### src/rtl/cpu_dbg_pkg.sv
// cpu_dbg_pkg: shared encodings for the CPU run-control sequencer
package cpu_dbg_pkg;
    typedef enum logic [1:0] {ST_HALT = 2'd0, ST_RUN = 2'd1, ST_STEP = 2'd2} state_t;
    localparam logic [2:0] OP_NOP     = 3'd0;
    localparam logic [2:0] OP_RUN     = 3'd1;
    localparam logic [2:0] OP_HALT    = 3'd2;
    localparam logic [2:0] OP_STEP    = 3'd3;
    localparam logic [2:0] OP_SET_BP  = 3'd4;
    localparam logic [2:0] OP_CLR_BP  = 3'd5;
    localparam logic [2:0] OP_CLR_CNT = 3'd6;
    localparam logic [1:0] CAUSE_HOST = 2'd0;
    localparam logic [1:0] CAUSE_BP   = 2'd1;
    localparam logic [1:0] CAUSE_STEP = 2'd2;
    localparam logic [1:0] CAUSE_STOP = 2'd3;
    // Coincident halt events resolve STOP > BP > HOST > STEP_DONE.
    function automatic logic [1:0] pick_cause(input logic stop, input logic bp, input logic host);
        return stop ? CAUSE_STOP : bp ? CAUSE_BP : host ? CAUSE_HOST : CAUSE_STEP;
    endfunction
endpackage

### src/rtl/cpu_run_ctrl_if.sv
// cpu_run_ctrl_if: host command handshake into the run-control sequencer
interface cpu_run_ctrl_if;
    logic        cmd_valid;
    logic        cmd_ready;
    logic [2:0]  cmd_op;
    logic [2:0]  cmd_idx;
    logic [31:0] cmd_arg;
    modport master (output cmd_valid, cmd_op, cmd_idx, cmd_arg, input cmd_ready);
    modport slave (input cmd_valid, cmd_op, cmd_idx, cmd_arg, output cmd_ready);
endinterface

### src/rtl/cpu_run_ctrl_bp_match.sv
// bp_match: PC breakpoint registers with a parallel address comparator
module bp_match #(
    parameter int NUM_BP = 2
) (
    input  logic        clk,
    input  logic        rstn,
    input  logic        set,
    input  logic        clr,
    input  logic [2:0]  idx,
    input  logic [31:0] addr,
    input  logic [31:0] pc,
    output logic        hit
);
    logic [31:0] bp [NUM_BP];
    logic        en [NUM_BP];
    logic [NUM_BP-1:0] m;
    for (genvar i = 0; i < NUM_BP; i++) begin : g_bp
        // Load or disable this slot; indices beyond NUM_BP match no slot and are dropped.
        always_ff @(posedge clk) begin
            if (!rstn) begin
                bp[i] <= '0;
                en[i] <= 1'b0;
            end else if (idx == 3'(i) && (set || clr)) begin
                bp[i] <= set ? addr : bp[i];
                en[i] <= set;
            end
        end
        assign m[i] = en[i] && pc == bp[i];
    end
    assign hit = |m;
endmodule

### src/rtl/cpu_run_ctrl.sv
// cpu_run_ctrl: run/halt/step sequencer driving the core clock-enable
module cpu_run_ctrl
    import cpu_dbg_pkg::*;
#(
    parameter int NUM_BP = 2,
    parameter int STEP_W = 16,
    parameter int CNT_W  = 32
) (
    input  logic              clk,
    input  logic              rstn,
    cpu_run_ctrl_if.slave     cmd,
    input  logic [31:0]       pc,
    input  logic              cpu_stop,
    output logic              cpu_en,
    output logic              halted,
    output logic              dbg_grant,
    output logic [1:0]        halt_cause,
    output logic [STEP_W-1:0] step_left,
    output logic [CNT_W-1:0]  cycle_cnt
);
    state_t state, state_nx;
    logic   skip, acc, hit, ev_bp, ev_host, ev_done, ev;
    logic   go_run, go_step, bp_set, bp_clr, cnt_clr;
    assign halted        = state == ST_HALT;
    assign cpu_en        = !halted;
    assign dbg_grant     = halted;
    assign cmd.cmd_ready = halted || cmd.cmd_op == OP_HALT;
    assign acc           = cmd.cmd_valid && cmd.cmd_ready;
    assign go_run        = halted && acc && cmd.cmd_op == OP_RUN;
    assign go_step       = halted && acc && cmd.cmd_op == OP_STEP;
    assign bp_set        = halted && acc && cmd.cmd_op == OP_SET_BP;
    assign bp_clr        = halted && acc && cmd.cmd_op == OP_CLR_BP;
    assign cnt_clr       = halted && acc && cmd.cmd_op == OP_CLR_CNT;
    assign ev_bp         = hit && !skip;
    assign ev_host       = acc && cmd.cmd_op == OP_HALT;
    assign ev_done       = state == ST_STEP && step_left == STEP_W'(1);
    assign ev            = cpu_en && (cpu_stop || ev_bp || ev_host || ev_done);
    bp_match #(.NUM_BP(NUM_BP)) u_bp (
        .clk  (clk),
        .rstn (rstn),
        .set  (bp_set),
        .clr  (bp_clr),
        .idx  (cmd.cmd_idx),
        .addr (cmd.cmd_arg),
        .pc   (pc),
        .hit  (hit)
    );
    // Any halt event wins; otherwise only an accepted RUN/STEP leaves HALT.
    always_comb begin
        state_nx = ev ? ST_HALT : go_run ? ST_RUN : go_step ? ST_STEP : state;
    end
    // State register.
    always_ff @(posedge clk) begin
        if (!rstn) state <= ST_HALT;
        else       state <= state_nx;
    end
    // skip marks the first enabled cycle after HALT so a resume from a breakpoint PC advances.
    always_ff @(posedge clk) begin
        if (!rstn) begin
            skip       <= 1'b1;
            halt_cause <= CAUSE_HOST;
            step_left  <= '0;
            cycle_cnt  <= '0;
        end else begin
            skip       <= halted;
            halt_cause <= ev ? pick_cause(cpu_stop, ev_bp, ev_host) : halt_cause;
            step_left  <= ev ? '0
                        : state == ST_STEP ? step_left - STEP_W'(1)
                        : go_step ? (cmd.cmd_arg[STEP_W-1:0] == '0 ? STEP_W'(1) : cmd.cmd_arg[STEP_W-1:0])
                        : step_left;
            cycle_cnt  <= cnt_clr ? '0 : cpu_en ? cycle_cnt + CNT_W'(1) : cycle_cnt;
        end
    end
endmodule

### src/flat_wrapper.sv
// flat-port wrapper written by rule: the top's interface ports become plain ports
module cpu_run_ctrl_flat import cpu_dbg_pkg::*;
#(
    parameter int NUM_BP = 2,
    parameter int STEP_W = 16,
    parameter int CNT_W  = 32
)
  (clk, rstn, pc, cpu_stop, cpu_en, halted, dbg_grant, halt_cause, step_left, cycle_cnt, cmd_cmd_valid, cmd_cmd_op, cmd_cmd_idx, cmd_cmd_arg, cmd_cmd_ready);
  cpu_run_ctrl_if cmd_i ();
  input  logic clk;
  input  logic rstn;
  input  logic [31:0] pc;
  input  logic cpu_stop;
  output logic cpu_en;
  output logic halted;
  output logic dbg_grant;
  output logic [1:0] halt_cause;
  output logic [STEP_W-1:0] step_left;
  output logic [CNT_W-1:0] cycle_cnt;
  input wire logic [$bits(cmd_i.cmd_valid)-1:0] cmd_cmd_valid;
  input wire logic [$bits(cmd_i.cmd_op)-1:0] cmd_cmd_op;
  input wire logic [$bits(cmd_i.cmd_idx)-1:0] cmd_cmd_idx;
  input wire logic [$bits(cmd_i.cmd_arg)-1:0] cmd_cmd_arg;
  output wire logic [$bits(cmd_i.cmd_ready)-1:0] cmd_cmd_ready;
  assign cmd_i.cmd_valid = cmd_cmd_valid;
  assign cmd_i.cmd_op = cmd_cmd_op;
  assign cmd_i.cmd_idx = cmd_cmd_idx;
  assign cmd_i.cmd_arg = cmd_cmd_arg;
  assign cmd_cmd_ready = cmd_i.cmd_ready;
  cpu_run_ctrl #(.NUM_BP(NUM_BP), .STEP_W(STEP_W), .CNT_W(CNT_W)) u_core (.clk(clk), .rstn(rstn), .cmd(cmd_i), .pc(pc), .cpu_stop(cpu_stop), .cpu_en(cpu_en), .halted(halted), .dbg_grant(dbg_grant), .halt_cause(halt_cause), .step_left(step_left), .cycle_cnt(cycle_cnt));
endmodule
### config.mk
export PLATFORM = sky130hd
export DESIGN_NAME = cpu_run_ctrl_flat
export DESIGN_NICKNAME = d
export VERILOG_FILES = /design/src/rtl/cpu_dbg_pkg.sv /design/src/rtl/cpu_run_ctrl_if.sv /design/src/rtl/cpu_run_ctrl_bp_match.sv /design/src/rtl/cpu_run_ctrl.sv /design/src/flat_wrapper.sv
export SDC_FILE = /design/constraint.sdc
export NUM_CORES = 1
export LEC_CHECK = 0
export CAP_MARGIN = 40
export CORE_ASPECT_RATIO = 1.1
export CORE_MARGIN = 4
export CORE_UTILIZATION = 45
export CTS_BUF_LIST = sky130_fd_sc_hd__clkbuf_4
export CTS_CLUSTER_DIAMETER = 50
export DETAILED_ROUTE_END_ITERATION = 6
export PLACE_DENSITY = 0.72
export SLEW_MARGIN = 10
export SYNTH_ARGS = -nofsm -noshare
export SYNTH_HDL_FRONTEND = slang
export SYNTH_SLANG_ARGS = --single-unit
### constraint.sdc
create_clock -name clk -period 8.1 [get_ports clk]
set_input_delay 0.81 -clock clk [delete_from_list [all_inputs] [get_ports clk]]
set_output_delay 0.81 -clock clk [all_outputs]
set_load 0.02 [all_outputs]
==> results.sh <==
export IMPL_netlist_top_cells_area="edfxtp_1, dfxtp_1, xor2_1, xnor2_1, and3_1"
export IMPL_n_antenna_cell=0
export IMPL_overflow=0
export IMPL_layout_common_cells="clkdlybuf4s50_1, edfxtp_1, dfxtp_1"
export IMPL_syn_to_final_growth_pct=30.3
export IMPL_die_w_um=117
export IMPL_worst_pin_slew_ns=0.858
export IMPL_finalWirelength_um=15300
export IMPL_combPwrFrac_pct=12.3
export IMPL_drc=0
export IMPL_cp_slowest_cell="clkdlybuf4s50_1"
export IMPL_io_buffers=127
export IMPL_wl_met1_um=6540
export IMPL_layout_setup_ws_ns=4.83
export IMPL_avgRoutedWirePerCell_um=18.1
export IMPL_io_pins=128
export IMPL_clock_tree_root_cell="clkbuf_4"
export IMPL_max_freq_mhz=306
export IMPL_cts_setup_buffers=0
export IMPL_grt_antenna_before_repair=0
export IMPL_cts_buffers=17
export IMPL_path_class="primary input to output port"
export IMPL_ys_seq_area_share_pct=52.0
export IMPL_path_clk_slew_ns=0.10
export IMPL_dr_wl_met3_um=986
export IMPL_final_layout_size_suffix_gt1_share_pct=8.55
export IMPL_rows=43
export IMPL_syn_inst=547
export IMPL_endpoint_kind="output port"
export IMPL_crit_chain="clkdlybuf4s50_1 > nand2b_1 > o21ai_0 > clkdlybuf4s50_1"
export IMPL_max_clock_path_buffers=2
export IMPL_cts_tree="yes"
export IMPL_synth_cell_types=57
export IMPL_gp_congestion=0.921
export IMPL_hold_viol=0
export IMPL_cts_max_level=4
export IMPL_worstPathMaxFanout=6
export IMPL_drv_slew=0
export IMPL_dp_hpwl_um=11200
export IMPL_maxCapViolCount=0
export IMPL_rsz0062_at_grt="false"
export IMPL_avgSynthCellArea_um2=10.7
export IMPL_fin_crit_sh_pct=40.4
export IMPL_die_area_um2=14800
export IMPL_grt_start_max_net_pins=45
export IMPL_p_int_mw=1.01
export IMPL_fin_util_pct=60.1
export IMPL_synth_edf_count=65
export IMPL_path_common_cell="clkdlybuf4s50_1"
export IMPL_drtPass1Iterations=5
export IMPL_cp_num_buf_inv=2
export IMPL_fin_skew_ns=0.0133
export IMPL_cp_arrival_ns=2.46
export IMPL_drt_iter0_drc=315
export IMPL_cts_sinks=119
export IMPL_postRouteAntennaNets=0
export IMPL_p_total_mw=1.32
export IMPL_power_net_switching_uw=314
export IMPL_holdCritPathClass="flip-flop to flip-flop"
export IMPL_synth_area_leader_cell="edfxtp_1"
export IMPL_sw_frac_of_total_pct=23.7
export IMPL_setup_viol=0
export IMPL_ys_seq_elements=119
export IMPL_synth_top_area_share_pct=33.5
export IMPL_vias=4597
export IMPL_synth_fp_nets=624
export IMPL_initial_core_util_pct=46.1
export IMPL_wl_met2_um=7570
export IMPL_cp_start_kind="primary input"
export IMPL_clk_insertion_delay_late_ns=0.52
export IMPL_vias_per_cell=5.43
export IMPL_grt_pass1_vias=4636
export IMPL_fin_setup_tns_ns=0
export IMPL_slew_headroom_pct=42.6
export IMPL_die_y_um=127
export IMPL_ir_drop_mv=0.101
export IMPL_fill_cells=1059
export IMPL_final_common_cell="clkdlybuf4s50_1"
export IMPL_seqPwrFrac_pct=50.2
export IMPL_cts_hold_buffers=0
export IMPL_crit_family="buffers and inverters"
export IMPL_final_min_clock_period_ns=3.27
export IMPL_yosysWarnings=0
export IMPL_async_reset_ff_share_pct=0
export IMPL_synth_area_um2=5830
export IMPL_dp_slack_ns=4.86
export IMPL_grt_first_pass_wirelength_um=24100
export IMPL_powerDensity_nw_per_um2=174
export IMPL_design_core_area_um2=12600
export IMPL_p_leak_nw=2.83
export IMPL_grt_use_total_pct=21.2
export IMPL_worst_ep_required_time_ns=7.29
export IMPL_synth_main_ff_cell="edfxtp_1"
export IMPL_top_layer="met4"
export IMPL_final_nets=754
export IMPL_slowest_delay_ns=0.65
export IMPL_status="finished clean"
export IMPL_cts_resized=0
export IMPL_p_clk_share_pct=37.5
[worst paths after layout]
check | startpoint | cells after the start | end | slack (ns)
setup / recovery | cmd_cmd_op[0] | 4 | cmd_cmd_ready | 4.83
hold reg to reg | u_core.u_bp.en[1] | 2 | u_core.u_bp.en[1] | 0.50
setup reg to reg | u_core.state[1] | 8 | u_core.u_bp.bp[1][10] | 5.65
hold / removal | u_core.u_bp.en[1] | 2 | u_core.u_bp.en[1] | 0.50
[power groups by stage]
stage / registers, mW / logic [mW] / clock network, mW
after floorplan: 0.684 / 0.0723 / 0
after global placement: 0.678 / 0.159 / 0
after detailed placement: 0.679 / 0.162 / 0
after CTS: 0.665 / 0.163 / 0.505
after global routing: 0.667 / 0.175 / 0.535
final: 0.665 / 0.162 / 0.497
[metal layers]
layer  track usage [%]  vias to the layer above
met4              7.15                        0
met5                 0                        -
met2              33.5                      164
met1              28.1                     2200
met3              5.83                       18
li1                  -                     2215
[registers in the layout, summed over array words and instances (netlist names)]
signal and cells:
u_core.skip 1, u_core.halt_cause 2, u_core.u_bp.bp 64, u_core.step_left 16, u_core.state 2, u_core.cycle_cnt 32, u_core.u_bp.en 2
[layout make-up]
| cell class | count | area, um2 | share of cell area, % |
|---|---|---|---|
| tap | 157 | 196 | 2.59 |
| inverter | 6 | 25.0 | 0.329 |
| multi-input combinational | 401 | 2670 | 35.2 |
| sequential | 119 | 3030 | 39.9 |
| clock buffer | 20 | 150 | 1.98 |
| timing repair buffer | 132 | 1340 | 17.6 |
| clock inverter | 12 | 181 | 2.39 |
[cell usage after synthesis (all sizes together), types with 2 or more instances]
| master | count |
|---|---|
| edfxtp | 65 |
| dfxtp | 54 |
| nor2 | 52 |
| xor2 | 49 |
| xnor2 | 43 |
| and3 | 40 |
| nand2 | 38 |
| and2 | 34 |
| nand3 | 25 |
| a21oi | 21 |
| nand4 | 17 |
| buf | 11 |
| nor4 | 11 |
| o21ai | 11 |
| clkbuf | 10 |
| nor3 | 9 |
| inv | 6 |
| or3 | 5 |
| nand2b | 4 |
| nor2b | 4 |
| o211ai | 4 |
| a22oi | 3 |
| a31oi | 3 |
| ha | 3 |
| mux2i | 3 |
| and4 | 2 |
| nand3b | 2 |
| nor3b | 2 |
| nor4b | 2 |
| o31ai | 2 |
| or4 | 2 |
[through the flow]
step           instances  area [um2]  hold slack [ns]
3_3_place_gp         813        7220            0.469
3_5_place_dp         815        7260            0.490
6_report             847        7590            0.503
4_1_cts              847        7590            0.504
5_1_grt              847        7590            0.533
2_1_floorplan        547        5830            0.436
[worst register-to-register path, stage by stage (launching register included)]
cell and delay, ns:
dfxtp_1 0.34, or2_4 0.34, inv_4 0.15, nand2_2 0.11, nor2_2 0.13, nor4b_4 0.27, nand3_1 0.18, o21ai_2 0.17
buf_4 0.42
[cells by family after synthesis]
kind of cell / share of synthesized area, %
AO/OA/AOI/OAI: 5.54
XOR/XNOR: 13.8
adder cells (fa/ha/maj): 0.644
buffers and inverters: 2.51
flip-flops: 52.0
multiplexers: 0.515
AND/OR/NAND/NOR: 25.0
No activity file was read; power rests on OpenSTA's default activity.
==> RTL change 1 (config.mk and constraints unchanged) <==
`CNT_W` is set to 32 in 2 places; all go to 64.
--- a/src/rtl/cpu_run_ctrl.sv
+++ b/src/rtl/cpu_run_ctrl.sv
@@ -4,7 +4,7 @@
 #(
     parameter int NUM_BP = 2,
     parameter int STEP_W = 16,
-    parameter int CNT_W  = 32
+    parameter int CNT_W  = 64
 ) (
     input  logic              clk,
     input  logic              rstn,
--- a/src/flat_wrapper.sv
+++ b/src/flat_wrapper.sv
@@ -3,7 +3,7 @@
 #(
     parameter int NUM_BP = 2,
     parameter int STEP_W = 16,
-    parameter int CNT_W  = 32
+    parameter int CNT_W  = 64
 )
   (clk, rstn, pc, cpu_stop, cpu_en, halted, dbg_grant, halt_cause, step_left, cycle_cnt, cmd_cmd_valid, cmd_cmd_op, cmd_cmd_idx, cmd_cmd_arg, cmd_cmd_ready);
   cpu_run_ctrl_if cmd_i ();
Interface: changed (resized cycle_cnt); port bits go from 128 to 160. The function was not compared with the original's and may differ.
==> RTL change 1 against the unedited design <==
- first-iteration DRC count up 29%
- sequential cell count up 32
- sequential share of layout area down 0.97 points
- register-to-register slack worse by 0.32 ns
- worst setup slack better by 0.059 ns
- design area up 24%
- routed wire length up 24%
- count of clock-buffer cells in the layout down 1
- total power up 10%
- area after synthesis up 26%
- largest power group unchanged
==> RTL change 1: results (changes against the unedited design) <==
| Metric | Value |
|---|---|
| Post-Place Setup Slack | `4.87 ns (was 4.86 ns)` |
| Top cells by instance count after synthesis | `dfxtp_1, and2_1, nor2_1 (was edfxtp_1, dfxtp_1, nor2_1)` |
| Overall routing resource usage | `20.8% (was 21.2%)` |
| Post-Route WL | `19000 um (was 15300 um)` |
| Worst-case clock skew | `0.0167 ns (was 0.0133 ns)` |
| Cell total after placement | `1070 (was 815)` |
| Leakage power summed over all cells | `3.17 nW (was 2.83 nW)` |
| Critical-path maximum fanout | `5 (was 6)` |
| Number of fill cells | `1428 (was 1059)` |
| Wire length of the first global-routing pass | `30200 um (was 24100 um)` |
| Maximum vdd ir drop | `0.116 mV (was 0.101 mV)` |
| Net count of the finished layout | `966 (was 754)` |
| Number of vias per cell after detailed routing | `5.39 (was 5.43)` |
| Clock-pin slew of the registers on the worst-case setup and hold paths | `0.12 ns (was 0.10 ns)` |
| Run status | `finished clean (unchanged)` |
| Max_slew headroom | `44.3% (was 42.6%)` |
| Initial antenna violation count | `4 (was 0)` |
| Number of nets in the synthesized netlist | `809 (was 624)` |
| Total of buffers placed on input and output ports | `159 (was 127)` |
| Number of violations reported at the end of detailed-routing iteration 0 | `405 (was 315)` |
| Worst skew pair latency | `0.54 ns (was 0.52 ns)` |
| Data arrival time at the worst-slack endpoint | `2.40 ns (was 2.46 ns)` |
| Main area contributors after synthesis | `edfxtp_1, dfxtp_1, xnor2_1, xor2_1, and2_1 (was edfxtp_1, dfxtp_1, xor2_1, xnor2_1, and3_1)` |
| Detail-routed net length per standard cell | `17.2 um (was 18.1 um)` |
| Maximum number of pins on one net before global-route repair | `48 (was 45)` |
| Proportion of layout cells with a drive suffix above 1 | `5.76% (was 8.55%)` |
| Number of global-route vias before repair | `5751 (was 4636)` |
| Depth of the most critical reg-to-reg path | `7 (was 8)` |
-- RTL change 1: worst paths after layout --
check                                    startpoint                             endpoint  slack, ns
hold reg to reg   u_core.cycle_cnt[46]$_SDFFE_PP0N_    u_core.cycle_cnt[46]$_SDFFE_PP0N_       0.51
hold / removal    u_core.cycle_cnt[46]$_SDFFE_PP0N_    u_core.cycle_cnt[46]$_SDFFE_PP0N_       0.51
setup / recovery                      cmd_cmd_op[0]                        cmd_cmd_ready       4.89
setup reg to reg       u_core.state[0]$_SDFFE_PP0P_  u_core.u_bp.bp[0][31]$_SDFFCE_PN0P_       5.33
-- RTL change 1: cell families after synthesis --
kind of cell	count (synthesis)	synth area share, %
and+or+nand+nor	347	26.4
AOI/OAI and AO/OA	74	6.59
muxes	1	0.136
DFF	151	49.8
buffers and inverters	42	3.04
xor gates and xnor gates	114	13.5
adders and majority gates	3	0.509
-- RTL change 1: critical path, delay by kind of cell --
family	cells	cell delay, ns
buffers and inverters	2	1.17
AO/OA/AOI/OAI	1	0.17
AND/OR/NAND/NOR	1	0.25
-- RTL change 1: per-layer routing --
| metal | vias to the layer above | track usage, % | share of wire [%] |
|---|---|---|---|
| met5 | - | 0 | 0.063 |
| met3 | 24 | 6.61 | 6.6 |
| met1 | 2836 | 26.3 | 43 |
| met4 | 2 | 6.62 | 1.6 |
| li1 | 2943 | - | - |
| met2 | 151 | 34.0 | 48 |
-- RTL change 1: stage by stage --
stage	hold WS (ns)	util, %	cell area (um2)
after global placement	0.481	57.3	9090
after CTS	0.511	59.4	9420
after floorplan	0.436	-	7370
final	0.506	59.5	9430
after detailed placement	0.494	57.5	9120
after global routing	0.549	59.5	9430
-- RTL change 1: final cells by class --
| class | instances | area [um2] | area share [%] |
|---|---|---|---|
| antenna | 3 | 7.51 | 0.0796 |
| clock buffer | 19 | 143 | 1.51 |
| sequential | 151 | 3670 | 39.0 |
| multi-input combinational | 539 | 3490 | 37.0 |
| timing repair buffer | 164 | 1640 | 17.4 |
| inverter | 16 | 65.1 | 0.690 |
| tap | 200 | 250 | 2.65 |
| clock inverter | 13 | 156 | 1.66 |
-- RTL change 1: power by group --
part | internal (mW) | total, mW | switching, mW
Clock | 0.218 | 0.483 | 0.265
Combinational | 0.0740 | 0.154 | 0.0798
Sequential | 0.808 | 0.821 | 0.0136
Total | 1.10 | 1.46 | 0.359
==> RTL change 2 (same flow settings) <==
Made on the original files. Put one more register stage on the output `cycle_cnt`, with the module's reset. The value now appears one clock later. The other outputs are not delayed to match.
--- a/src/rtl/cpu_run_ctrl.sv
+++ b/src/rtl/cpu_run_ctrl.sv
@@ -18,6 +18,8 @@
     output logic [STEP_W-1:0] step_left,
     output logic [CNT_W-1:0]  cycle_cnt
 );
+
+    logic [CNT_W-1:0] cycle_cnt_s0;
     state_t state, state_nx;
     logic   skip, acc, hit, ev_bp, ev_host, ev_done, ev;
     logic   go_run, go_step, bp_set, bp_clr, cnt_clr;
@@ -60,7 +62,7 @@
             skip       <= 1'b1;
             halt_cause <= CAUSE_HOST;
             step_left  <= '0;
-            cycle_cnt  <= '0;
+            cycle_cnt_s0 <= '0;
         end else begin
             skip       <= halted;
             halt_cause <= ev ? pick_cause(cpu_stop, ev_bp, ev_host) : halt_cause;
@@ -68,8 +70,16 @@
                         : state == ST_STEP ? step_left - STEP_W'(1)
                         : go_step ? (cmd.cmd_arg[STEP_W-1:0] == '0 ? STEP_W'(1) : cmd.cmd_arg[STEP_W-1:0])
                         : step_left;
-            cycle_cnt  <= cnt_clr ? '0 : cpu_en ? cycle_cnt + CNT_W'(1) : cycle_cnt;
+            cycle_cnt_s0 <= cnt_clr ? '0 : cpu_en ? cycle_cnt_s0 + CNT_W'(1) : cycle_cnt_s0;
         end
     end
+    always_ff @(posedge clk) begin
+        if (!rstn) begin
+            cycle_cnt <= '0;
+        end else begin
+            cycle_cnt <= cycle_cnt_s0;
+        end
+    end
+
 endmodule
 
Function: changed (a bounded check fails within 4 cycles, from zero or initial values and one cycle with rstn low).
==> RTL change 2 against the unedited design <==
- via count rose by 17%
- clock power fell by 14%
- sequential cell count rose by 32
- design area rose by 12%
- worst setup slack improved by 0.050 ns
- critical path depth rose by 1
- global-route usage fell by 0.70 points
- total power rose by 7.3%
- first-iteration DRC count rose by 38%
- hold slack barely moved
- maximum frequency rose by 1.6%
- routed wire length rose by 15%
- area after synthesis rose by 16%
- critical endpoint unchanged
- largest cell class unchanged
- largest power group unchanged
==> RTL change 2: results (changes against the unedited design) <==
| Metric | Value |
|---|---|
| Run status | `finished clean (unchanged)` |
| Wire length of the first global-routing pass | `27700 um (was 24100 um)` |
| Leakage power summed over all cells | `3.07 nW (was 2.83 nW)` |
| Number of violations reported at the end of detailed-routing iteration 0 | `435 (was 315)` |
| Detail-routed net length per standard cell | `18.0 um (was 18.1 um)` |
| Prevailing post-synth register cell | `dfxtp_1 (was edfxtp_1)` |
| Internal power | `1.06 mW (was 1.01 mW)` |
| Main area contributors after synthesis | `edfxtp_1, dfxtp_1, xnor2_1, and2_1, and3_1 (was edfxtp_1, dfxtp_1, xor2_1, xnor2_1, and3_1)` |
| Critical-path maximum fanout | `9 (was 6)` |
| Number of vias per cell after detailed routing | `5.49 (was 5.43)` |
| Worst skew pair latency | `0.54 ns (was 0.52 ns)` |
| Final weighted congestion in routability-driven placement | `0.938 (was 0.921)` |
| Slew at the pin closest to its max-slew limit | `0.756 ns (was 0.858 ns)` |
| Worst-case clock skew | `0.0216 ns (was 0.0133 ns)` |
| Overall routing resource usage | `20.5% (was 21.2%)` |
| Maximum number of pins on one net before global-route repair | `49 (was 45)` |
| Registers with the highest flip-flop counts | `u_core.u_bp.bp (64), u_core.cycle_cnt (32), u_core.cycle_cnt_s0 (32) (was u_core.u_bp.bp (64), u_core.cycle_cnt (32), u_core.step_left (16))` |
| Proportion of synthesized chip area in sequential cells | `54.2% (was 52.0%)` |
| Post-route met1 wirelength | `7650 um (was 6540 um)` |
| WL met2 | `8660 um (was 7570 um)` |
| Proportion of layout cells with a drive suffix above 1 | `7.10% (was 8.55%)` |
| Maximum vdd ir drop | `0.0828 mV (was 0.101 mV)` |
| Detail Placement HPWL | `12800 um (was 11200 um)` |
| Number of nets in the synthesized netlist | `729 (was 624)` |
| Final design utilization | `58.3% (was 60.1%)` |
| Top cells by instance count after synthesis | `dfxtp_1, edfxtp_1, xnor2_1 (was edfxtp_1, dfxtp_1, nor2_1)` |
| Detail Route met3 WL | `1090 um (was 986 um)` |
| Library cells used by synthesis | `52 (was 57)` |
| Number of global-route vias before repair | `5445 (was 4636)` |
-- RTL change 2: cell types whose count changed in the layout (fill, tap and decap cells not counted), moves of 7 or more --
cell,change
xnor2_1,+22
xor2_1,-29
nand4_1,+11
dfxtp_1,+32
and2_1,+30
o21ai_0,+11
or3_1,+7
-- RTL change 2: metrics by stage --
stage	worst slack [ns]	hold slack [ns]	instances	cell area, um2	power, mW
after floorplan	3.88	0.436	652	6780	0.926
after global placement	4.84	0.471	944	8210	1.01
final	4.88	0.504	981	8530	1.42
after CTS	4.88	0.503	981	8530	1.43
after detailed placement	4.90	0.477	949	8280	1.01
after global routing	4.75	0.526	981	8530	1.47
-- RTL change 2: power groups by stage --
stage          Sequential [mW]  Clock [mW]  Combinational (mW)
6_report                 0.827       0.425               0.170
5_1_grt                  0.829       0.462               0.182
4_1_cts                  0.827       0.432               0.170
3_5_place_dp             0.844           0               0.169
3_3_place_gp             0.843           0               0.164
2_1_floorplan            0.847           0              0.0790
-- RTL change 2: path summary, 6_finish.rpt --
check / from / to / depth (start not counted) / slack (ns)
max reg2reg: u_core.state[1]$_SDFFE_PP0P_ / u_core.u_bp.bp[1][30]$_SDFFCE_PN0P_ / 7 / 5.32
min: u_core.cycle_cnt_s0[31]$_SDFFE_PP0N_ / u_core.cycle_cnt_s0[31]$_SDFFE_PP0N_ / 2 / 0.50
max: cmd_cmd_op[0] / cmd_cmd_ready / 5 / 4.88
min reg2reg: u_core.cycle_cnt_s0[31]$_SDFFE_PP0N_ / u_core.cycle_cnt_s0[31]$_SDFFE_PP0N_ / 2 / 0.50
-- RTL change 2: logic make-up after synthesis --
logic type | count (synthesis) | synth area share, %
XOR/XNOR | 85 | 11.0
flip-flops | 151 | 54.2
AO/OA/AOI/OAI | 71 | 6.51
buffers and inverters | 38 | 2.29
adder cells (fa/ha/maj) | 3 | 0.553
multiplexers | 3 | 0.443
AND/OR/NAND/NOR | 301 | 25.1
-- RTL change 2: area by class of cell --
type,instances,area (um2)
clock inverter,10,81.3
clock buffer,22,165
sequential,151,3670
inverter,8,30.0
timing repair buffer,135,1360
fill,1272,6090
multi-input combinational,463,2980
tap,192,240
-- RTL change 2: per-layer routing --
| layer | track usage (%) | up-vias |
|---|---|---|
| li1 | - | 2575 |
| met1 | 25.8 | 2584 |
| met2 | 35.3 | 198 |
| met3 | 5.35 | 24 |
| met4 | 5.30 | 0 |
| met5 | 0 | - |
-- RTL change 2: critical path, stage by stage --
cell and delay [ns]:
clkdlybuf4s50_1 0.63, nor2_1 0.22, nand2_1 0.07, nand2_1 0.07
clkdlybuf4s50_1 0.61
